### src/rtl/tug_field.sv
// tug_field: tug-of-war playfield. A single position register drives a
// one-hot LED row; pushing past either end wins the round and bumps that
// side's saturating tally. restartGame re-centres without touching scores.
module tug_field #(
  parameter int NUM_LIGHTS = 9,
  parameter int SCORE_W    = 3
) (
  input  logic                  Clock,
  input  logic                  Reset,
  input  logic                  L,
  input  logic                  R,
  input  logic                  restartGame,
  output logic [NUM_LIGHTS-1:0] leds,
  output logic                  left_win,
  output logic                  right_win,
  output logic [SCORE_W-1:0]    left_score,
  output logic [SCORE_W-1:0]    right_score
);

  localparam int                    PW     = $clog2(NUM_LIGHTS);
  localparam logic [PW-1:0]         CENTER = PW'((NUM_LIGHTS - 1) / 2);
  localparam logic [PW-1:0]         LAST   = PW'(NUM_LIGHTS - 1);
  localparam logic [SCORE_W-1:0]    SMAX   = '1;
  localparam logic [NUM_LIGHTS-1:0] ONE    = NUM_LIGHTS'(1);

  typedef enum logic [1:0] {
    PLAY  = 2'd0,
    WIN_L = 2'd1,
    WIN_R = 2'd2
  } state_t;

  state_t             state, state_n;
  logic [PW-1:0]      pos, pos_n;
  logic [SCORE_W-1:0] lsc, lsc_n;
  logic [SCORE_W-1:0] rsc, rsc_n;
  logic               move_l, move_r;

  // State, position and tally registers; reset re-centres and clears scores.
  always_ff @(posedge Clock or posedge Reset) begin
    if (Reset) begin
      state <= PLAY;
      pos   <= CENTER;
      lsc   <= '0;
      rsc   <= '0;
    end else begin
      state <= state_n;
      pos   <= pos_n;
      lsc   <= lsc_n;
      rsc   <= rsc_n;
    end
  end

  // Next-state: restart wins over moves; simultaneous L and R cancel out.
  always_comb begin
    state_n = state;
    pos_n   = pos;
    lsc_n   = lsc;
    rsc_n   = rsc;
    move_l  = L & ~R;
    move_r  = R & ~L;
    if (restartGame) begin
      state_n = PLAY;
      pos_n   = CENTER;
    end else if (state == PLAY) begin
      if (move_l) begin
        if (pos == LAST) begin
          state_n = WIN_L;
          if (lsc != SMAX) lsc_n = lsc + SCORE_W'(1);
        end else begin
          pos_n = pos + PW'(1);
        end
      end else if (move_r) begin
        if (pos == '0) begin
          state_n = WIN_R;
          if (rsc != SMAX) rsc_n = rsc + SCORE_W'(1);
        end else begin
          pos_n = pos - PW'(1);
        end
      end
    end
  end

  // Outputs decoded purely from registers.
  always_comb begin
    leds        = (state == PLAY) ? (ONE << pos) : '0;
    left_win    = (state == WIN_L);
    right_win   = (state == WIN_R);
    left_score  = lsc;
    right_score = rsc;
  end

endmodule
### config.mk
export PLATFORM = sky130hd
export DESIGN_NAME = tug_field
export DESIGN_NICKNAME = d
export VERILOG_FILES = /design/src/rtl/tug_field.sv
export SDC_FILE = /design/constraint.sdc
export NUM_CORES = 1
export LEC_CHECK = 0
export BUFFER_PORTS_ARGS = -buffer_cell sky130_fd_sc_hd__buf_4
export CAP_MARGIN = 25
export CORE_MARGIN = 2
export CORE_UTILIZATION = 53
export CTS_CLUSTER_SIZE = 25
export DETAILED_ROUTE_END_ITERATION = 6
export PLACE_DENSITY = 0.79
export SLEW_MARGIN = 0
export SYNTH_ARGS = -nofsm -noshare
export SYNTH_HDL_FRONTEND = slang
export SYNTH_SLANG_ARGS = --single-unit
### constraint.sdc
create_clock -name Clock -period 5.65 [get_ports Clock]
set_clock_uncertainty 0.2 [all_clocks]
set_input_delay 0 -clock Clock [delete_from_list [all_inputs] [get_ports Clock]]
set_output_delay 0 -clock Clock [all_outputs]
set_load 0.02 [all_outputs]
# Yosys cells after proc, flatten, opt, wreduce, memory -nomap -nowiden

Cells that the tools add are included.

Input bits: 5
Register bits: 12
Logic and storage cells: 45

Muxes and demuxes: 13
Shifts and indexed selects: 1
$add $sub $neg: 4
Bitwise gates (word level): 6
Reductions and logical operators: 9
Equality and inequality tests: 8

Operators with widths:

| kind                                                 | count |
|---|---|
| two-way mux 4 bit                                    | 6 |
| two-way mux 2 bit                                    | 6 |
| != test 3 bit (second input constant)                | 4 |
| two-way mux 9 bit                                    | 1 |
| << shifter 1 x 4 -> 9 bit (first input constant)     | 1 |
| AND reduction 4 bit                                  | 2 |
| adder 3 x 1 -> 3 bit (second input constant)         | 2 |
| AND reduction 6 bit                                  | 1 |
| nonzero test 3 bit                                   | 2 |
| AND reduction 5 bit                                  | 1 |
| adder 4 x 1 -> 4 bit (second input constant)         | 1 |
| equality test 4 bit (second input constant)          | 1 |
| logical NOT 4 bit                                    | 1 |
| NOT 1 bit                                            | 4 |
| subtractor 4 x 1 -> 4 bit (second input constant)    | 1 |
| != test 3 x 2 -> 1 bit (second input constant)       | 1 |
| AND 1 bit                                            | 2 |
| equality test 2 x 1 -> 1 bit (second input constant) | 1 |
| equality test 2 bit (second input constant)          | 1 |
| logical NOT 2 bit                                    | 1 |
| nonzero test 2 bit                                   | 1 |

# Logic depth before layout (Yosys ltp)

Gate-level depths: netlist of run 1.

Depth in word-level cells: 6
Depth in mapped cells: 7
Mapped depth without buffers: 7

# Least setup slack after synthesis of run 1

OpenSTA, ideal clock, no wires.

Kind: register to register
From: register pos[0]
To: register rsc[1], in the netlist right_score[1]
Arrival: 1,711 ps
Cell stages (with the launch flop): 5
Path slack: 3,614 ps
Path through: dfrtp_1 or4_4 nor3_4 nand3_4 mux2_4

Word-level cells in the longest chain between the ends: 2

RTL lines:

| item                          | RTL line | source |
|---|---|---|
| start: declaration            | 33       | `logic [PW-1:0] pos, pos_n;` |
| start signal: assignment      | 47       | `pos <= pos_n;` |
| logical NOT 4 bit             | 73       | `if (pos == '0) begin` |
| AND reduction 6 bit (no line) | --       |  |
| end signal: assignment        | 49       | `rsc <= rsc_n;` |
| end: declaration              | 35       | `logic [SCORE_W-1:0] rsc, rsc_n;` |

No other way between the ends.
A chain may end at the register's enable or synchronous reset.

# Worst setup path in the final report of run 1

From: register pos[2]
To: register pos[3]

Word-level cells in the longest chain between the ends: 6

RTL lines:

| item                      | RTL line | source |
|---|---|---|
| subtractor 4 x 1 -> 4 bit | 77       | `pos_n = pos - PW'(1);` |
| two-way mux 4 bit         | 73       |  |
| two-way mux 4 bit         | 72       | `end else if (move_r) begin` |
| two-way mux 4 bit         | 65       | `if (move_l) begin` |
| two-way mux 4 bit         | 64       | `end else if (state == PLAY) begin` |
| two-way mux 4 bit         | 61       | `if (restartGame) begin` |

Parallel ways exist; a longest one is shown, timed or not. The select of a mux whose other input is x is not followed.

==> results of run 1 <==
[routing by layer]
layer,global-route usage,vias to the layer above,part of all wire
met5,0,-,0
met4,0.0375,0,0.0046
met3,0.0259,2,0.050
met2,0.308,20,0.47
met1,0.247,308,0.47
li1,-,326,-
[through the flow]
stage / hold slack [ns] / setup WS (ns) / std cells / util
6_report: 0.0502 / 3.63 / 117 / 0.741
5_1_grt: 0.0809 / 3.54 / 117 / 0.741
4_1_cts: 0.0554 / 3.64 / 117 / 0.741
3_5_place_dp: -0.149 / 3.64 / 111 / 0.706
3_3_place_gp: -0.160 / 3.67 / 111 / 0.706
2_1_floorplan: -0.336 / 3.61 / 78 / -
[area by class of cell]
type | instances | area [µm²] | share of cell area
clock buffer | 4 | 26.3 | 0.0266
inverter | 4 | 15.0 | 0.0152
multi-input combinational | 59 | 449 | 0.454
sequential | 12 | 302 | 0.305
tap | 15 | 18.8 | 0.0190
timing repair buffer | 23 | 178 | 0.180
[power breakdown]
group          total [W]  switching [W]  internal, W
Clock          0.0000565      0.0000293    0.0000273
Sequential      0.000125      0.0000237     0.000102
Combinational   0.000129      0.0000682    0.0000609
Total           0.000311       0.000121     0.000190
[Yosys cell counts (2+ instances only)]
cell,number,area share
nor2_1,13,0.063
dfrtp_1,11,0.35
ha_1,6,0.096
a21oi_1,5,0.032
inv_1,4,0.019
xnor2_1,4,0.045
and2b_1,2,0.019
mux2_2,2,0.029
mux2_4,2,0.039
nand2b_1,2,0.016
nand3_1,2,0.013
nor3_1,2,0.013
o21ai_0,2,0.013
xor2_1,2,0.023
[state kept, by name, indices dropped and copies added (netlist names)]
register / flops
pos: 4
left_score: 3
right_score: 3
state: 2
[worst reg2reg max path, delay by kind of cell (launching register included)]
kind                       cells  cell delay (ns)
DFF                            1             0.63
adders and majority gates      1             0.29
AOI/OAI and AO/OA              3             0.35
and+or+nand+nor                1             0.48
[worst paths after layout]
kind / to / cells past startpoint / slack, ns / from
max: pos[3] / 5 / 3.63 / pos[2]
min: right_score[0] / 4 / 0.05 / L
max reg2reg: pos[3] / 5 / 3.63 / pos[2]
min reg2reg: left_score[0] / 1 / 0.31 / left_score[0]
max in group asynchronous: pos[2] / 3 / 4.79 / Reset
min in group asynchronous: right_score[2] / 3 / 0.10 / Reset
[kinds of logic (layout without fill, tap and decap cells)]
group | count (synthesis) | in the layout | synth area share
muxes | 5 | 5 | 0.0804
xor gates and xnor gates | 6 | 6 | 0.0675
and+or+nand+nor | 31 | 31 | 0.236
DFF | 12 | 12 | 0.387
adders and majority gates | 6 | 6 | 0.0965
AOI/OAI and AO/OA | 11 | 11 | 0.0965
buffers and inverters | 7 | 31 | 0.0353
==> impl_results.md, run 1 <==
- Fraction of layout instances using a drive strength above 1: 0.324
- Final setup fails: 0
- Number of levels in the clock H-tree: 1
- Starting Density: 0.583
- Sum of buffers and inverters on the critical path: 0
- Pre-antenna DRT Iters: 4
- Cell Rows: 13
- Leak pwr: 0.503 nW
- Chip Height: 42.3 µm
- IR drop worst, VDD: 0.173 mV
- CTS sink count: 12
- Peak clock frequency supported by timing: 0.494 GHz
- Wire length of the first global-routing pass: approximately 2600 µm
- Post-cts repair resize count: 0
- Largest driver fanout on the critical path: 9
- Critical path's most frequent cell: a21oi_1
- Worst min-delay path class: in2reg
- Wirelength, routed: about 1500 µm
- Wirelength per Cell: 13.0 µm
- Via Count: 656
- Count of max-cap constraint violations: 0
- Period utilization: 0.358
- Starting DRC count in detailed routing: 7
- Initial antenna violation count: 0
- Pin count of the biggest net entering global routing: 13
- Die W: 42.3 µm
- Netlist Area Pre-Place: slightly below 800 µm²
- Clock tree from TritonCTS: yes
- Area post-placement: 942 µm²
- GRT Resource Usage Total: 0.182
- Mean post-synth cell area: 9.98 µm²
- Critical path endpoint category: flip-flop
- Die area: 0.00179 mm²
- Count of flip-flops with a built-in enable after synthesis: 0
- Synth cell types: 33
- Filler cell count in the final layout: 109
- Number of buffers on the longest clock path: 2
- Number of global-route vias before repair: slightly below 600
- Clock-pin slew of the registers on the worst-case setup and hold paths: 0.08 ns
- Final worst path period need: a little over 2 ns
- Most used cells in the layout excluding fill and tap cells: buf_4, nor2_1, dfrtp_1
- Final count of hold timing violations: 0
- Most frequent standard cell in the layout excluding fill and tap cells: buf_4
- CTS Hold Bufs: 2
- Proportion of register bits with asynchronous set or reset after synthesis: 1.00
- Cell count after synthesis: 78
- Net count after synthesis: slightly below 90
- Count of buffers added by post-CTS timing repair for setup: 0
- Critical Path, Cell by Cell: ha_1 -> o21ai_0 -> a21oi_1 -> or4_1 -> a21oi_1
- Worst setup SP type: flip-flop
- Delay contributed by the slowest stage of the critical path: 0.63 ns
- IO Pins: 22
- Slew Viols, Final: 0
- Setup TNS: 0 ns
- RSZ-0062 raised after global routing: no
- Cell with the largest stage delay on the worst path: dfstp_2
- Vias/cell: 5.61
- Register area share after synthesis: 0.387
- Worst Max-Slew Pin Slew: around 0.5 ns
- Critical path class: reg2reg
- Most frequently used flop master after synthesis: dfrtp_1
- WP data arrival: 2.02 ns
- Count of antenna-violating nets left after detailed routing: 0
- Worst-Skew Late Latency: 0.26 ns
- Root Buffer: clkbuf_4
- Total core area: 0.00133 mm²
- Final non-filler cell area: 988 µm²
- Layout Nets: 114
- Routability-driven placement congestion ratio: 0.716
- Required time of the worst setup path: 5.64 ns
- Headroom to the max-slew limit: 0.676
- # port buffers: 21
- Number of storage elements in the synthesis netlist: 12
- Total power after layout: 0.000311 W
- Antenna cell count: 0
- Number of synthesis warnings: 0
- DR DRC count: 0
- Number of buffers inserted during clock tree synthesis: 3
- Grt total ovfl: 0
- Delay-heaviest family, CP: flip-flops
- Outcome: finished, final reports clean
- Pwr/cell area: 315 mW/mm²
- Post-synthesis to final-layout area growth: 27.0%
- Total half-perimeter wirelength after legalization and detailed placement: 1170 µm
Note: power is estimated with default switching activity, not from simulation.
==> run 2, diff against run 1 <==
- ABC_AREA: default -> 1
- CORE_UTILIZATION: 53 -> 52
- PLACE_DENSITY: 0.79 -> 0.76
- clock period: 5.65 -> 2 ns (I/O delays scaled with it)
==> run 2 against run 1 <==
  * Core utilization shrank 3.1 points
  * Sequential power grew to 2.7 times the previous value
  * Setup slack lost 3.4 ns
  * Design area grew 23%
  * Highest routed layer unchanged
==> impl_results.md, run 2 <==
- Delay-heaviest family, CP: buffers and inverters (was flip-flops)
- WP data arrival: 1.77 ns (was 2.02 ns)
- Critical path's most frequent cell: nand2_1 (was a21oi_1)
- Netlist Area Pre-Place: 937 µm² (was 778 µm²)
- Proportion of register bits with asynchronous set or reset after synthesis: 1.00 (unchanged)
- Peak clock frequency supported by timing: approximately 0.56 GHz
- Required time of the worst setup path: 1.97 ns (was 5.64 ns)
- Synth cell types: 24 (was 33)
- Setup TNS: 0 ns (unchanged)
- Pwr/cell area: 787 mW/mm² (was 315 mW/mm²)
- Antenna cell count: 0 (unchanged)
- Root Buffer: clkbuf_4 (unchanged)
- Filler cell count in the final layout: 132 (was 109)
- Headroom to the max-slew limit: 0.668 (was 0.676)
- Number of levels in the clock H-tree: 1 (unchanged)
- Total power after layout: 0.000955 W (was 0.000311 W)
- Worst-Skew Late Latency: 0.27 ns (was 0.26 ns)
- Total half-perimeter wirelength after legalization and detailed placement: 1490 µm (was 1170 µm)
- Chip Height: 46.5 µm (was 42.3 µm)
- Count of antenna-violating nets left after detailed routing: 0 (unchanged)
- Number of storage elements in the synthesis netlist: 12 (unchanged)
- Pre-antenna DRT Iters: 4 (unchanged)
- Register with the most flip-flops: pos (unchanged)
- Most frequent standard cell in the layout excluding fill and tap cells: nand2_1 (was buf_4)
- Period utilization: 0.897
- RSZ-0062 raised after global routing: no (unchanged)
- Critical path class: in2reg (was reg2reg)
- Dominant cells by area after synthesis: dfrtp_1, nand2_1, ha_1, inv_1, nand3_1 (was dfrtp_1, ha_1, nor2_1, xnor2_1, mux2_4)
- Worst min-delay path class: in2async (was in2reg)
- Number of synthesis warnings: 0 (unchanged)
- Die W: 46.5 µm (was 42.3 µm)
- Fraction of layout instances using a drive strength above 1: 0.333 (was 0.324)
- Final count of hold timing violations: 0 (unchanged)
- Final worst path period need: between 1.5 and 2 ns
- Outcome: finished, final reports clean (unchanged)
- Worst Max-Slew Pin Slew: 0.497 ns (was 0.486 ns)
- Area taken by flip-flops and latches: 302 µm² (unchanged)
- Clock tree from TritonCTS: yes (unchanged)
- Starting Density: 0.549 (was 0.583)
- Wirelength per Cell: 10.9 µm (was 13.0 µm)
- Delay contributed by the slowest stage of the critical path: 0.54 ns (was 0.63 ns)
- Mean post-synth cell area: 7.44 µm² (was 9.98 µm²)
- Routability-driven placement congestion ratio: 0.909 (was 0.716)
- Cell with the largest stage delay on the worst path: dlygate4sd3_1 (was dfstp_2)
- Final setup fails: 0 (unchanged)
- Post-cts repair resize count: 0 (unchanged)
- Wirelength, routed: 1970 µm (was 1530 µm)
- Leak pwr: 0.679 nW (was 0.503 nW)
- Worst setup SP type: input port (was flip-flop)
- Critical path endpoint category: flip-flop (unchanged)
- # port buffers: 21 (unchanged)
- Count of max-cap constraint violations: 0 (unchanged)
- Starting DRC count in detailed routing: 18 (was 7)
- Largest driver fanout on the critical path: 6 (was 9)
- Post-placement cell count: 172 (was 111)
- Register area share after synthesis: 0.322 (was 0.387)
- Vias/cell: 4.98 (was 5.61)
- DR DRC count: 0 (unchanged)
- Post-synthesis to final-layout area growth: 29.4% (was 27.0%)
- Slew Viols, Final: 0 (unchanged)
- Die area: 0.00216 mm² (was 0.00179 mm²)
- Hold_ws: 0.103 ns (was 0.0502 ns)
- Via Count: 902 (was 656)
- Cell count after synthesis: 126 (was 78)
- Clock-pin slew of the registers on the worst-case setup and hold paths: 0.08 ns (about the same)
- Count of flip-flops with a built-in enable after synthesis: 0 (unchanged)
- Total core area: 0.00171 mm² (was 0.00133 mm²)
- Final Instance Count excl. Fillers: 181 (was 117)
- Area of the multi-input gates: 553 µm² (was 449 µm²)
- Wire length of the first global-routing pass: 3290 µm (was 2570 µm)
- Initial antenna violation count: 0 (unchanged)
- Grt total ovfl: 0 (unchanged)
- CTS sink count: 12 (unchanged)
- Number of global-route vias before repair: 783 (was 584)
- Most common cell in the netlist: nand2_1 (was nor2_1)
- Cell Rows: 15 (was 13)
- Pin count of the biggest net entering global routing: 13 (unchanged)
- Net count after synthesis: 137 (was 89)
- GRT Resource Usage Total: 0.210 (was 0.182)
- Most used cells in the layout excluding fill and tap cells: nand2_1, buf_4, inv_1 (was buf_4, nor2_1, dfrtp_1)
- Count of buffers added by post-CTS timing repair for setup: 0 (unchanged)
- Critical Path, Cell by Cell: dlygate4sd3_1 -> buf_4 -> inv_2 -> nand2_4 -> ha_1 -> nand2_1 -> nand3b_1 -> nand2_1 -> nand2_1 -> nand3_1 -> nand2_1 (was ha_1 -> o21ai_0 -> a21oi_1 -> or4_1 -> a21oi_1)
- Number of buffers inserted during clock tree synthesis: 3 (unchanged)
- Library cell with the largest summed area after synthesis: dfrtp_1 (unchanged)
- IO Pins: 22 (unchanged)
- Layout Nets: 168 (was 114)
- Max reg flops: 4 (unchanged)
- Sum of buffers and inverters on the critical path: 3 (was 0)
- IR drop worst, VDD: 0.532 mV (was 0.173 mV)
- Portion of synthesized cell area occupied by the leading cell type: 0.294 (was 0.354)
- Number of buffers on the longest clock path: 2 (unchanged)
- Most frequently used flop master after synthesis: dfrtp_1 (unchanged)
- Top cells by instance count after synthesis: nand2_1, inv_1, nor2_1 (was nor2_1, dfrtp_1, ha_1)
run 2: changes by cell type after synthesis, sizes merged, moves of 3 or more:
cell / before / now
nand2: 1 / 38
nor2: 13 / 19
inv: 4 / 22
a21oi: 5 / 2
mux2: 4 / 0
nand3: 3 / 16
run 2: cell families (layout without fill, tap and decap cells):
kind of cell / count (synthesis) / in the layout / share of synthesized area
AO/OA/AOI/OAI: 6 / 6 / 0.0400
buffers and inverters: 22 / 52 / 0.0881
flip-flops: 12 / 12 / 0.322
AND/OR/NAND/NOR: 78 / 78 / 0.443
adder cells (fa/ha/maj): 6 / 6 / 0.0801
XOR/XNOR: 2 / 2 / 0.0267
run 2: area by class of cell:
| type | count | share of cell area |
|---|---|---|
| timing repair buffer | 26 | 0.171 |
| multi-input combinational | 92 | 0.456 |
| clock buffer | 4 | 0.0299 |
| tap | 25 | 0.0258 |
| inverter | 22 | 0.0681 |
| sequential | 12 | 0.249 |
run 2: final timing paths:
kind,startpoint,end,slack (ns),depth (start not counted)
max,R,pos[3],0.21,11
min,Reset,left_score[0],0.10,3
max reg2reg,pos[1],pos[2],0.38,11
min reg2reg,right_score[0],right_score[0],0.30,1
max in group asynchronous,Reset,pos[2],1.14,3
min in group Clock,right_score[0],right_score[0],0.30,1
run 2: tightest hold or removal path: stages:
cell and delay [ns]:
dlygate4sd3_1 0.54, buf_4 0.13, inv_1 0.37
run 2: stage by stage:
step	instance area, µm²	setup slack (ns)	util
floorplan	937	0.454	-
global placement	1130	0.472	0.659
detailed placement	1130	0.422	0.659
CTS	1210	0.254	0.710
global route	1210	0.105	0.710
finish	1210	0.206	0.710
run 2: timing repair:
item	in CTS	in global routing
endpoints found under the setup margin	0	0
hold buffers	5	0
hold endpoints to repair	23	0
run 2: per-layer routing:
metal | share of wire | wire length, µm | vias to the layer above | track usage
li1 | - | - | 459 | -
met1 | 0.46 | 895 | 410 | 0.269
met2 | 0.49 | 966 | 27 | 0.356
met3 | 0.038 | 74 | 6 | 0.0235
met4 | 0.015 | 30 | 0 | 0.0857
met5 | 0 | 0 | - | 0
run 2: report_power, final:
part	total, W	leakage, nW	switching (W)	internal, W
clock	0.000198	0.0210	0.0000879	0.000111
sequential	0.000341	0.160	0.0000540	0.000287
combinational	0.000415	0.498	0.000248	0.000167
total	0.000955	0.679	0.000390	0.000565
